===== src/rtl/fright_pkg.sv =====
// Shared types and constants for the frightened-mode controller.
// Pure declarations; no latency or flow-control behaviour of its own.
package fright_pkg;

    typedef enum logic [1:0] {
        ST_IDLE   = 2'd0,
        ST_FRIGHT = 2'd1,
        ST_FLASH  = 2'd2
    } fright_state_e;

    localparam logic [1:0]  PAL_NORMAL = 2'd0;
    localparam logic [1:0]  PAL_BLUE   = 2'd1;
    localparam logic [1:0]  PAL_WHITE  = 2'd2;
    localparam logic [11:0] BASE_AWARD = 12'd200;

    // Palette for a frightened ghost; unfrightened ghosts are masked by the caller.
    function automatic logic [1:0] pal_code(fright_state_e st, logic [1:0] phase);
        case (st)
            ST_FRIGHT: return PAL_BLUE;
            ST_FLASH:  return phase;
            default:   return PAL_NORMAL;
        endcase
    endfunction

endpackage


===== src/rtl/fright_mode_ctrl_if.sv =====
// Frame/pellet/eat pulses in, per-ghost fright state and score awards out.
// Pulse-based: no valid/ready, every signal is sampled each cycle.
interface fright_mode_ctrl_if;
    logic        frame_tick;
    logic        power_pellet;
    logic [3:0]  ghost_eaten;
    logic [3:0]  frightened;
    logic [7:0]  ghost_pal_sel;
    logic        fright_active;
    logic        score_valid;
    logic [11:0] score_award;

    modport master (
        output frame_tick, power_pellet, ghost_eaten,
        input  frightened, ghost_pal_sel, fright_active, score_valid, score_award
    );

    modport slave (
        input  frame_tick, power_pellet, ghost_eaten,
        output frightened, ghost_pal_sel, fright_active, score_valid, score_award
    );
endinterface


===== src/rtl/ghost_award_q.sv =====
// Queues eaten ghosts and issues one escalating award per cycle, lowest index first.
// 1-cycle latency from eat to award; no backpressure, the queue drains one entry per cycle.
module ghost_award_q
    import fright_pkg::*;
(
    input  logic        clk,
    input  logic        rst,
    input  logic [3:0]  eat_hit,
    input  logic        combo_clr,
    output logic        score_valid,
    output logic [11:0] score_award
);

    logic [3:0] pending;
    logic [3:0] pend_all;
    logic [3:0] grant;
    logic [1:0] combo;

    // New eats join the queue in the same cycle so the first award lands one cycle later.
    always_comb begin
        pend_all = pending | eat_hit;
        grant    = pend_all & (~pend_all + 4'd1);
    end

    always_ff @(posedge clk or posedge rst) begin
        if (rst) begin
            pending     <= '0;
            combo       <= '0;
            score_valid <= 1'b0;
            score_award <= '0;
        end else begin
            pending     <= pend_all & ~grant;
            score_valid <= |pend_all;
            score_award <= (|pend_all) ? (BASE_AWARD << combo) : 12'd0;
            if (combo_clr)
                combo <= '0;
            else if ((|pend_all) && (combo != 2'd3))
                combo <= combo + 2'd1;
        end
    end

endmodule


===== src/rtl/fright_mode_ctrl.sv =====
// Frightened/flashing ghost mode sequencer with eat detection and award queue.
// All outputs registered, 1-cycle latency; no backpressure, pulses are consumed every cycle.
module fright_mode_ctrl
    import fright_pkg::*;
#(
    parameter int FRIGHT_FRAMES = 360,
    parameter int FLASH_FRAMES  = 120,
    parameter int FLASH_PERIOD  = 12
) (
    input  logic               clk,
    input  logic               rst,
    fright_mode_ctrl_if.slave  bus
);

    localparam logic [9:0] FRIGHT_CNT  = 10'(FRIGHT_FRAMES);
    localparam logic [9:0] FLASH_ENTRY = 10'(FLASH_FRAMES + 1);
    localparam logic [9:0] PERIOD_LAST = 10'(FLASH_PERIOD - 1);

    fright_state_e state, state_n;
    logic [9:0]    cnt, cnt_n;
    logic [9:0]    fc, fc_n;
    logic [1:0]    phase, phase_n;
    logic [3:0]    fr_q, fr_n, eat_hit;
    logic [7:0]    pal_q, pal_n;
    logic          act_q;

    always_comb begin
        eat_hit = bus.ghost_eaten & fr_q;
        state_n = state;
        cnt_n   = cnt;
        fc_n    = fc;
        phase_n = phase;
        fr_n    = fr_q & ~eat_hit;
        // A pellet overrides everything, including a coincident frame tick.
        if (bus.power_pellet) begin
            state_n = ST_FRIGHT;
            cnt_n   = FRIGHT_CNT;
            fr_n    = 4'hF & ~eat_hit;
            phase_n = PAL_BLUE;
            fc_n    = '0;
        end else if (state != ST_IDLE) begin
            if (fr_n == 4'h0) begin
                state_n = ST_IDLE;
                cnt_n   = '0;
            end else if (bus.frame_tick) begin
                cnt_n = cnt - 10'd1;
                if (state == ST_FRIGHT) begin
                    if (cnt == FLASH_ENTRY) begin
                        state_n = ST_FLASH;
                        phase_n = PAL_BLUE;
                        fc_n    = '0;
                    end
                end else if (cnt == 10'd1) begin
                    state_n = ST_IDLE;
                    fr_n    = '0;
                end else if (fc == PERIOD_LAST) begin
                    fc_n    = '0;
                    phase_n = (phase == PAL_BLUE) ? PAL_WHITE : PAL_BLUE;
                end else begin
                    fc_n = fc + 10'd1;
                end
            end
        end
        for (int i = 0; i < 4; i++)
            pal_n[2*i +: 2] = fr_n[i] ? pal_code(state_n, phase_n) : PAL_NORMAL;
    end

    always_ff @(posedge clk or posedge rst) begin
        if (rst) begin
            state <= ST_IDLE;
            cnt   <= '0;
            fc    <= '0;
            phase <= PAL_BLUE;
            fr_q  <= '0;
            pal_q <= '0;
            act_q <= 1'b0;
        end else begin
            state <= state_n;
            cnt   <= cnt_n;
            fc    <= fc_n;
            phase <= phase_n;
            fr_q  <= fr_n;
            pal_q <= pal_n;
            act_q <= (state_n != ST_IDLE);
        end
    end

    assign bus.frightened    = fr_q;
    assign bus.ghost_pal_sel = pal_q;
    assign bus.fright_active = act_q;

    ghost_award_q u_award (
        .clk         (clk),
        .rst         (rst),
        .eat_hit     (eat_hit),
        .combo_clr   (bus.power_pellet),
        .score_valid (bus.score_valid),
        .score_award (bus.score_award)
    );

endmodule

===== src/flat_wrapper.sv =====
// flat-port wrapper written by rule: the top's interface ports become plain ports
module fright_mode_ctrl_flat import fright_pkg::*;
#(
    parameter int FRIGHT_FRAMES = 360,
    parameter int FLASH_FRAMES  = 120,
    parameter int FLASH_PERIOD  = 12
)
  (clk, rst, bus_frame_tick, bus_power_pellet, bus_ghost_eaten, bus_frightened, bus_ghost_pal_sel, bus_fright_active, bus_score_valid, bus_score_award);
  fright_mode_ctrl_if bus_i ();
  input  logic clk;
  input  logic rst;
  input wire logic [$bits(bus_i.frame_tick)-1:0] bus_frame_tick;
  input wire logic [$bits(bus_i.power_pellet)-1:0] bus_power_pellet;
  input wire logic [$bits(bus_i.ghost_eaten)-1:0] bus_ghost_eaten;
  output wire logic [$bits(bus_i.frightened)-1:0] bus_frightened;
  output wire logic [$bits(bus_i.ghost_pal_sel)-1:0] bus_ghost_pal_sel;
  output wire logic [$bits(bus_i.fright_active)-1:0] bus_fright_active;
  output wire logic [$bits(bus_i.score_valid)-1:0] bus_score_valid;
  output wire logic [$bits(bus_i.score_award)-1:0] bus_score_award;
  assign bus_i.frame_tick = bus_frame_tick;
  assign bus_i.power_pellet = bus_power_pellet;
  assign bus_i.ghost_eaten = bus_ghost_eaten;
  assign bus_frightened = bus_i.frightened;
  assign bus_ghost_pal_sel = bus_i.ghost_pal_sel;
  assign bus_fright_active = bus_i.fright_active;
  assign bus_score_valid = bus_i.score_valid;
  assign bus_score_award = bus_i.score_award;
  fright_mode_ctrl #(.FRIGHT_FRAMES(FRIGHT_FRAMES), .FLASH_FRAMES(FLASH_FRAMES), .FLASH_PERIOD(FLASH_PERIOD)) u_core (.clk(clk), .rst(rst), .bus(bus_i));
endmodule

===== config.mk =====
export PLATFORM = sky130hd
export DESIGN_NAME = fright_mode_ctrl_flat
export DESIGN_NICKNAME = d
export VERILOG_FILES = /design/src/rtl/fright_pkg.sv /design/src/rtl/fright_mode_ctrl_if.sv /design/src/rtl/ghost_award_q.sv /design/src/rtl/fright_mode_ctrl.sv /design/src/flat_wrapper.sv
export SDC_FILE = /design/constraint.sdc
export NUM_CORES = 1
export LEC_CHECK = 0
export ABC_AREA = 1
export CAP_MARGIN = 20
export CORE_MARGIN = 2
export CORE_UTILIZATION = 45
export CTS_CLUSTER_DIAMETER = 200
export CTS_CLUSTER_SIZE = 40
export DETAILED_ROUTE_END_ITERATION = 7
export PLACE_DENSITY = 0.67
export RECOVER_POWER = 25
export SLEW_MARGIN = 20
export SYNTH_ARGS = -nofsm -noshare
export SYNTH_HDL_FRONTEND = slang
export SYNTH_SLANG_ARGS = --single-unit

===== constraint.sdc =====
create_clock -name clk -period 4.13 [get_ports clk]
set_input_delay 0.826 -clock clk [delete_from_list [all_inputs] [get_ports clk]]
set_output_delay 0.826 -clock clk [all_outputs]
set_load 0.1 [all_outputs]

Word-level counts from Yosys, hierarchy flattened
Cells that the tools add are included.

word-level totals
  input bits = 8
  flip-flop bits (word level) = 56
  word-level logic and storage cells = 88
  output and inout bits = 26

cells by class
  bitwise gates (word level) = 8
  mux-type cells = 42
  add/sub/neg operators = 4
  shift operators = 1
  reduce and logical (&&, ||, !) cells = 11
  equality and inequality tests = 11

operators by type and width
  kind                                                    number
  2-to-1 mux 10 bit                                       12
  2-to-1 mux 2 bit                                        22
  2-to-1 mux 4 bit                                        6
  AND 4 bit                                               4
  2-to-1 mux 12 bit                                       1
  inverter 4 bit                                          3
  left shift 8 x 2 -> 12 bit (first input constant)       1
  adder 10 x 1 -> 10 bit (second input constant)          1
  == test 10 x 1 -> 1 bit (second input constant)         1
  == test 10 x 4 -> 1 bit (second input constant)         1
  == test 10 x 7 -> 1 bit (second input constant)         1
  nonzero test 2 bit                                      5
  subtractor 10 x 1 -> 10 bit (second input constant)     1
  == test 2 x 1 -> 1 bit (second input constant)          3
  AND reduction 5 bit                                     1
  adder 4 x 1 -> 4 bit (second input constant)            1
  logical NOT 4 bit                                       1
  inequality test 2 bit (second input constant)           2
  OR 4 bit                                                1
  case mux 2 bit (2 select lines)                         1
  OR reduction 4 bit                                      1
  inequality test 3 x 2 -> 1 bit (second input constant)  1
  inequality test 3 bit (second input constant)           1
  nonzero test 3 bit                                      1
  4 further kinds                                         4

Depth between registers and ports, before layout
Gate-level depths: netlist of the first run.

  depth in word-level cells = 11
  gate-level depth with buffers = 14
  depth with buffers taken out = 14

Modules after synthesis
Synthesis of the first run repeated with hierarchy kept, for this count alone.

second synthesis, totals
  cell total of the unflattened synthesis = 331
  area total of the unflattened synthesis = 2682.6 µm²

by module, submodules not included
  module            area an instance (µm²)  sequential area each (µm²)  cells each  instances
  fright_mode_ctrl  2068.2                  927.1                       269         1
  ghost_award_q     614.3                   350.3                       62          1

Worst setup path after synthesis of the first run
No wires, ideal clock.

  kind = register to register
  start = reg u_core.fr_q[2], in the netlist u_core.bus.frightened[2]
  end = reg u_core.pal_q[0], in the netlist u_core.bus.ghost_pal_sel[0]
  cell stages (with the launch flop) = 12
  library setup time = 77 ps
  path slack = 1740 ps
  period minus slack after synthesis = 2390 ps
  arrival = 2313 ps
  buffers on the path = 0
  required time = 4053 ps
  path through = dfrtp_1 > nand2_1 > nand2_1 > nor2_4 > nor3_1 > a21boi_0 > inv_1 > ha_1 > nand2_1 > inv_1 > nand2_2 > a21oi_1

between the ends
  word-level cells in the longest chain between the ends = 10
  elaborated cells between the ends (all ways) = 17
  those cells by class = eq/ne (2); mux (11); bitwise (3); reduce/logical (1)

RTL lines
  item                                                            line                    text
  start, declared                                                 fright_mode_ctrl.sv:23  logic [3:0] fr_q, fr_n, eat_hit;
  start signal, assigned                                          fright_mode_ctrl.sv:82  fr_q <= fr_n;
  AND 4 bit                                                       fright_mode_ctrl.sv:28  eat_hit = bus.ghost_eaten & fr_q;
  inverter 4 bit                                                  fright_mode_ctrl.sv:33  fr_n = fr_q & ~eat_hit;
  AND 4 bit (*)                                                   fright_mode_ctrl.sv:33
  logical NOT 4 bit (*)                                           fright_mode_ctrl.sv:42  if (fr_n == 4'h0) begin
  2-to-1 mux 2 bit (*)                                            fright_mode_ctrl.sv:42
  2-to-1 mux 2 bit (*)                                            fright_mode_ctrl.sv:41  end else if (state != ST_IDLE) begin
  2-to-1 mux 2 bit (*)                                            fright_mode_ctrl.sv:35  if (bus.power_pellet) begin
  named net u_core.state_n[1]                                     fright_mode_ctrl.sv:19  fright_state_e state, state_n;
  == test 2 bit / == test 2 x 1 -> 1 bit (equally long branches)  fright_pkg.sv:18        case (st)
  case mux 2 bit (2 select lines) (*)                             fright_pkg.sv:18
  2-to-1 mux 2 bit (*)                                            fright_mode_ctrl.sv:65  pal_n[2*i +: 2] = fr_n[i] ? pal_code(state_n, phase_n) : PAL_NORMAL;
  named net u_core.pal_n[0]                                       fright_mode_ctrl.sv:24  logic [7:0] pal_q, pal_n;
  end signal, assigned                                            fright_mode_ctrl.sv:83  pal_q <= pal_n;
  end, declared                                                   fright_mode_ctrl.sv:24

The timed path passes the listed nets; every way through them passes the cells marked *.
A chain may end at the register's enable or synchronous reset.

Worst setup path after layout of the first run
  start = reg u_core.fr_q[3], in the netlist u_core.bus.frightened[3]
  end = out bus_frightened[3]

RTL lines
  item           line                text
  end, declared  flat_wrapper.sv:15  output wire logic [$bits(bus_i.frightened)-1:0] bus_frightened;

No word-level cell between the ends.

==> results by group, run 1 <==
Run status
  • Status: finished with violations
  • Failing checks: capacitance limit, slew limit

Synth
  • EDFF count, synth: 0
  • Post-synth ARST share: 100%
  • Main flop type after synthesis: dfrtp_1
  • Warnings, synthesis: 0
  • Post-synth cell types: 33
  • Syn Area/Cell: 7.84 um^2
  • Flops & latches, synth: 51
  • Post-synthesis sequential area ratio: 46.3%
  • Post-Syn Instances: 352
  • Mapped Area: 0.00276 mm^2

Floorplanning
  • Initial Util: 46.6%
  • Vert. Die Dim: 82.3 um
  • Core area: 0.00592 mm^2
  • Die width: 82.3 um
  • # rows: 28
  • IO Count: 34
  • Die Area: 0.00678 mm^2

Worst setup path
  • Worst path arrival time: 1.90 ns
  • Cell family contributing the most delay on the critical path: buffers and inverters
  • Cell chain of the critical path: clkdlybuf4s50_1
  • Reg-to-reg critical path startpoint: u_core.cnt[1]
  • Worst path bufs/invs: 1
  • CP max-delay cell: clkdlybuf4s50_1
  • CP Launch Point: u_core.bus.frightened[3]
  • Worst EP required: 3.30 ns
  • Crit-path max FO: 5
  • Critical path capture point type: output pin
  • Critical Path Start Type: flip-flop
  • CP max stage delay: 1.16 ns
  • Crit Path Class: flip-flop to output pin

Min path
  • Worst hold start: u_core.u_award.combo[1]
  • Worst hold path type: flip-flop to flip-flop

Cells and area
  • Area delta synth->final: 15.6%
  • Fraction of layout cells with a size suffix above 1: 9.87%
  • Most frequent cells in the layout: nand2_1 (77), inv_1 (57), dfrtp_1 (50), nor2_1 (40), clkdlybuf4s50_1 (27)
  • Post-layout net count: 402
  • FF/Latch Area: 0.00128 mm^2
  • Post-Route Utilization: 53.9%
  • Multi-input logic area: 0.00120 mm^2
  • Post-route insts no fill: 460
  • Fillcell total: 557
  • Antenna Cells: 0
  • Commonest non-fill, non-tap cell in the layout: nand2_1

Detailed routing
  • ANT nets after route: 0
  • Routed len/inst: 11.7 um
  • Residual DRC: 0
  • First-pass detailed-route iteration total: 4
  • Vias per Instance: 4.94
  • Post-Route WL: 5370 um
  • Via count: 2,273
  • Iteration-0 DRC Markers: 101

STA
  • Final TNS setup: 0 ns
  • Fin crit share: 66.1%
  • Final hold vios: 0
  • Max Freq: 366 MHz
  • Slew HR: -45.5%
  • Fin. max-slew vios: 52
  • Worst Skew: 0.0108 ns
  • Hold slack final: 0.489 ns
  • RSZ-0062 raised after global routing: false
  • Final setup viols: 0
  • Worst slew pin tran: 2.17 ns
  • Fin crit period: 2.73 ns

Clock tree
  • Hold_buf cts: 0
  • Total CTS buffers: 5
  • Clock Sinks: 51
  • CTS root buf: clkbuf_8
  • Post-CTS Setup Bufs: 0
  • H-tree depth: 2
  • Clk slew on worst S/H paths: 0.09 ns
  • CTS tree: done
  • CTS-repair resized insts: 0
  • Clock buffer depth: 2
  • Clock latency on the worst-skew pair: 0.31 ns

Global route
  • First-pass GRT wire length: 9450 um
  • Grt ovf: 0
  • Antenna violations before repair: 0
  • Gr usage total: 18.0%
  • Vias in the first global route: 2,150
  • Largest net degree at the start of global routing: 52

Pwr
  • Lkg Pwr: 1.57 nW
  • Pwr dens: 567 mW/mm^2
  • Max VDD drop: 0.454 mV
  • Total Power: 1.81 mW

Place
  • Placed insts: 452
  • GPL Wtd Cong: 0.905
  • IO buf count: 29
  • Hpwl dp: 3920 um

Run
  • Number of max-cap violations: 1
-- logic make-up (layout without fill, tap and decap cells) --
kind of cell    after synthesis  count (layout)  share of synthesized area [%]
fa+ha+maj                    10              10                           4.53
compound gates               42              42                           9.11
buf+inv                      70             100                           10.5
flops                        51              51                           46.3
simple gates                176             176                           28.8
xor+xnor                      2               2                          0.634
other cells                   1               4                          0.136
-- final cells by class --
cell class | count | area share (%)
Clock inverter | 2 | 0.509
Tap cell | 75 | 2.94
Inverter | 63 | 7.45
Multi-Input combinational cell | 234 | 37.7
Clock buffer | 6 | 2.27
Sequential cell | 51 | 40.0
Timing Repair Buffer | 29 | 9.09
-- Yosys cell counts (2+ instances only) --
library cell,n,area (um^2)
xor2_1,2,17.5
inv_1,58,218
inv_2,4,15.0
nor2_2,7,43.8
o21ai_0,13,65.1
o31ai_1,2,15.0
nand2_1,77,289
nor2_4,3,33.8
nand3_1,21,105
nor2_1,40,150
dfrtp_1,50,1250
nand2_2,6,37.5
o21ai_2,5,43.8
or2_2,2,12.5
a22oi_1,3,22.5
a21oi_1,15,75.1
nand3b_1,2,15.0
ha_1,10,125
nand4_1,9,56.3
nor3_1,6,30.0
buf_4,5,37.5
-- where the power goes --
group,internal [mW],leakage (nW),switching (mW),total (mW)
combinational,0.209,0.881,0.645,0.854
clock,0.122,0.0418,0.174,0.296
sequential,0.595,0.644,0.0643,0.659
-- sequential cells by signal, summed over array words and instances (netlist names) --
name                        count
u_core.cnt                     10
u_core.fc                      10
u_core.bus.ghost_pal_sel        8
u_core.u_award.score_award      8
u_core.bus.frightened           4
u_core.u_award.pending          3
u_core.phase                    2
u_core.state                    2
u_core.u_award.combo            2
u_core.bus.fright_active        1
u_core.u_award.score_valid      1
-- through the flow --
| stage | setup WS (ns) | instance area, um^2 |
|---|---|---|
| final | 1.40 | 3190 |
| after CTS | 1.39 | 3190 |
| after floorplan | 1.74 | 2770 |
| after global placement | 1.29 | 3100 |
| after global routing | 1.15 | 3190 |
| after detailed placement | 1.22 | 3100 |
-- path summary, 6_finish.rpt --
| path | to | slack [ns] | cells past startpoint |
|---|---|---|---|
| max | bus_frightened[3] | 1.40 | 1 |
| min | u_core.u_award.score_award[7] | 0.49 | 1 |
| max reg2reg | u_core.bus.ghost_pal_sel[4] | 1.92 | 14 |
| min reg2reg | u_core.u_award.score_award[7] | 0.49 | 1 |
| max in group asynchronous | u_core.fc[9] | 1.61 | 2 |
| min in group asynchronous | u_core.u_award.score_valid | 1.54 | 2 |
-- layer usage --
metal  global-route usage, %  up-vias  wire (um)
met4                    5.50        0         76
met2                    29.6       50       2520
met5                       0        -          0
met1                    23.8     1058       2560
li1                        -     1160          -
met3                    3.91        5        217
No activity file was read; power rests on OpenSTA's default activity.
==> run 2, diff against run 1 <==
- PLACE_DENSITY: 0.67 -> 0.69
- clock period: 4.13 -> 2.45 ns (I/O delays scaled with it)
==> run 2 against run 1 <==
The flow now finishes without violations; routed wire length grew 1.1%; sequential power grew 68%; cell count grew 1.5%; critical path depth grew 12; setup slack lost 1.1 ns; die area is the same; global-route usage grew 0.59 points; sequential share of layout area grew 0.078 points; total power grew 68%; core utilization shrank 0.11 points; critical endpoint is now u_core.bus.ghost_pal_sel[0]; largest cell class unchanged.
==> results by group, run 2 (synthesized netlist as in run 1, its figures left out) <==
Cells and area
  • Commonest non-fill, non-tap cell in the layout: nand2_1
  • Multi-input logic area: 0.00120 mm^2
  • Post-route insts no fill: 467
  • Fraction of layout cells with a size suffix above 1: 16.8%
  • Antenna Cells: 0
  • Post-layout net count: 409
  • Area delta synth->final: 15.4%
  • Largest regs: u_core.cnt: 10 flops, u_core.fc: 10 flops
  • FF/Latch Area: 0.00128 mm^2
  • Post-Route Utilization: 53.8%
  • Post-route cell area: 0.00319 mm^2
  • Most frequent cells in the layout: nand2_1 (77), inv_1 (57), dfrtp_1 (50), nor2_1 (40), buf_4 (28)
  • Fillcell total: 566

STA
  • Final setup viols: 0
  • Hold slack final: 0.510 ns
  • Worst setup margin: 0.325 ns
  • Max Freq: 471 MHz
  • RSZ-0062 raised after global routing: false
  • Fin. max-slew vios: 0
  • Final TNS setup: 0 ns
  • Fin crit period: 2.13 ns
  • Fin crit share: 86.7%
  • Worst slew pin tran: 1.24 ns
  • Final hold vios: 0
  • Worst Skew: 0.00663 ns
  • Slew HR: 17.6%

Worst setup path
  • Worst EP required: 2.69 ns
  • CP max stage delay: 0.45 ns
  • Critical Path Start Type: input pin
  • FF-to-FF setup slack: 0.32 ns
  • Critical path capture point type: flip-flop
  • Crit-path max FO: 4
  • CP max-delay cell: clkdlybuf4s50_1
  • Cell chain of the critical path: clkdlybuf4s50_1 -> inv_1 -> nand2_1 -> nand2_1 -> nor2_4 -> nor3_1 -> a21boi_0 -> inv_1 -> ha_1 -> nand2_1 -> inv_1 -> nand2_2 -> a21oi_1
  • Worst path arrival time: 2.36 ns
  • Crit Path Class: input pin to flip-flop

Clock tree
  • CTS tree: done
  • CTS root buf: clkbuf_8
  • Hold_buf cts: 0
  • Clk slew on worst S/H paths: 0.10 ns
  • Total CTS buffers: 5
  • Clock buffer depth: 2
  • CTS-repair resized insts: 0
  • H-tree depth: 2
  • Clock Sinks: 51
  • Post-CTS Setup Bufs: 0
  • Clock latency on the worst-skew pair: 0.31 ns

Floorplanning
  • Die Area: 0.00678 mm^2
  • Vert. Die Dim: 82.3 um
  • Initial Util: 46.6%
  • # rows: 28
  • Core area: 0.00592 mm^2
  • IO Count: 34
  • Die width: 82.3 um

Pwr
  • Lkg Pwr: 1.63 nW
  • Combinational share of power: 47.0%
  • Clk network pwr share: 16.3%
  • Pwr dens: 952 mW/mm^2
  • Switching Share: 49.2%
  • P_int: 1.54 mW
  • Max VDD drop: 0.905 mV
  • Total Power: 3.03 mW
  • Sequential Power Share: 36.7%
  • Switching power: 1.49 mW

Detailed routing
  • Residual DRC: 0
  • ANT nets after route: 0
  • Via count: 2,297
  • First-pass detailed-route iteration total: 4
  • Routed len/inst: 11.6 um
  • Vias per Instance: 4.92
  • Iteration-0 DRC Markers: 119
  • Post-Route WL: 5430 um

Global route
  • Vias in the first global route: 2,245
  • Antenna violations before repair: 0
  • Largest net degree at the start of global routing: 52
  • Grt ovf: 0
  • First-pass GRT wire length: 9720 um
  • Gr usage total: 18.6%

Place
  • Hpwl dp: 4070 um
  • Placed inst area: 0.00311 mm^2
  • GPL Wtd Cong: 0.847
  • IO buf count: 29
  • Post-place setup slack: -0.0372 ns
  • Placed insts: 459

Run status
  • Status: complete, no violations

Min path
  • Worst hold path type: flip-flop to flip-flop

Run
  • Number of max-cap violations: 0
run 2: cell type report:
class,count,area share [%]
clock buffers,6,2.28
clock inverters,2,0.510
inverters,63,7.42
multi-input cells,234,37.8
flip-flops and latches,51,40.1
well taps,75,2.94
repair buffers,36,8.95
run 2: power by group through the flow:
stage	clock network (mW)	registers, mW	logic (mW)
detailed placement	0	1.13	1.44
global placement	0	1.13	1.43
global route	0.537	1.13	1.57
CTS	0.516	1.11	1.44
finish	0.495	1.11	1.43
floorplan	0	1.73	0.531
run 2: per-layer routing:
metal | share of wire, % | GRT usage [%] | vias up
li1 | - | - | 1178
met1 | 46 | 23.6 | 1055
met2 | 48 | 31.3 | 52
met3 | 3.3 | 3.26 | 12
met4 | 2.3 | 7.83 | 0
met5 | 0 | 0 | -
run 2: worst max-delay path, delay by kind of cell:
kind | cells | cell delay [ns]
buf+inv | 4 | 0.71
compound gates | 2 | 0.39
fa+ha+maj | 1 | 0.30
simple gates | 6 | 0.47
run 2: path summary, 6_finish.rpt:
path / start / endpoint / depth (start not counted)
setup reg to reg: u_core.cnt[1] / u_core.bus.ghost_pal_sel[0] / 14
hold reg to reg: u_core.u_award.combo[1] / u_core.u_award.score_award[7] / 1
max in group asynchronous: rst / u_core.state[0] / 3
setup / recovery: bus_ghost_eaten[3] / u_core.bus.ghost_pal_sel[0] / 13
hold / removal: u_core.u_award.combo[1] / u_core.u_award.score_award[7] / 1
min in group asynchronous: rst / u_core.u_award.score_award[8] / 3
==> run 3, diff against run 2 <==
- ABC_CLOCK_PERIOD_IN_PS: unset -> 2450
==> results of run 3 <==
Final layout, timing and power as in run 2 (identical DEF).
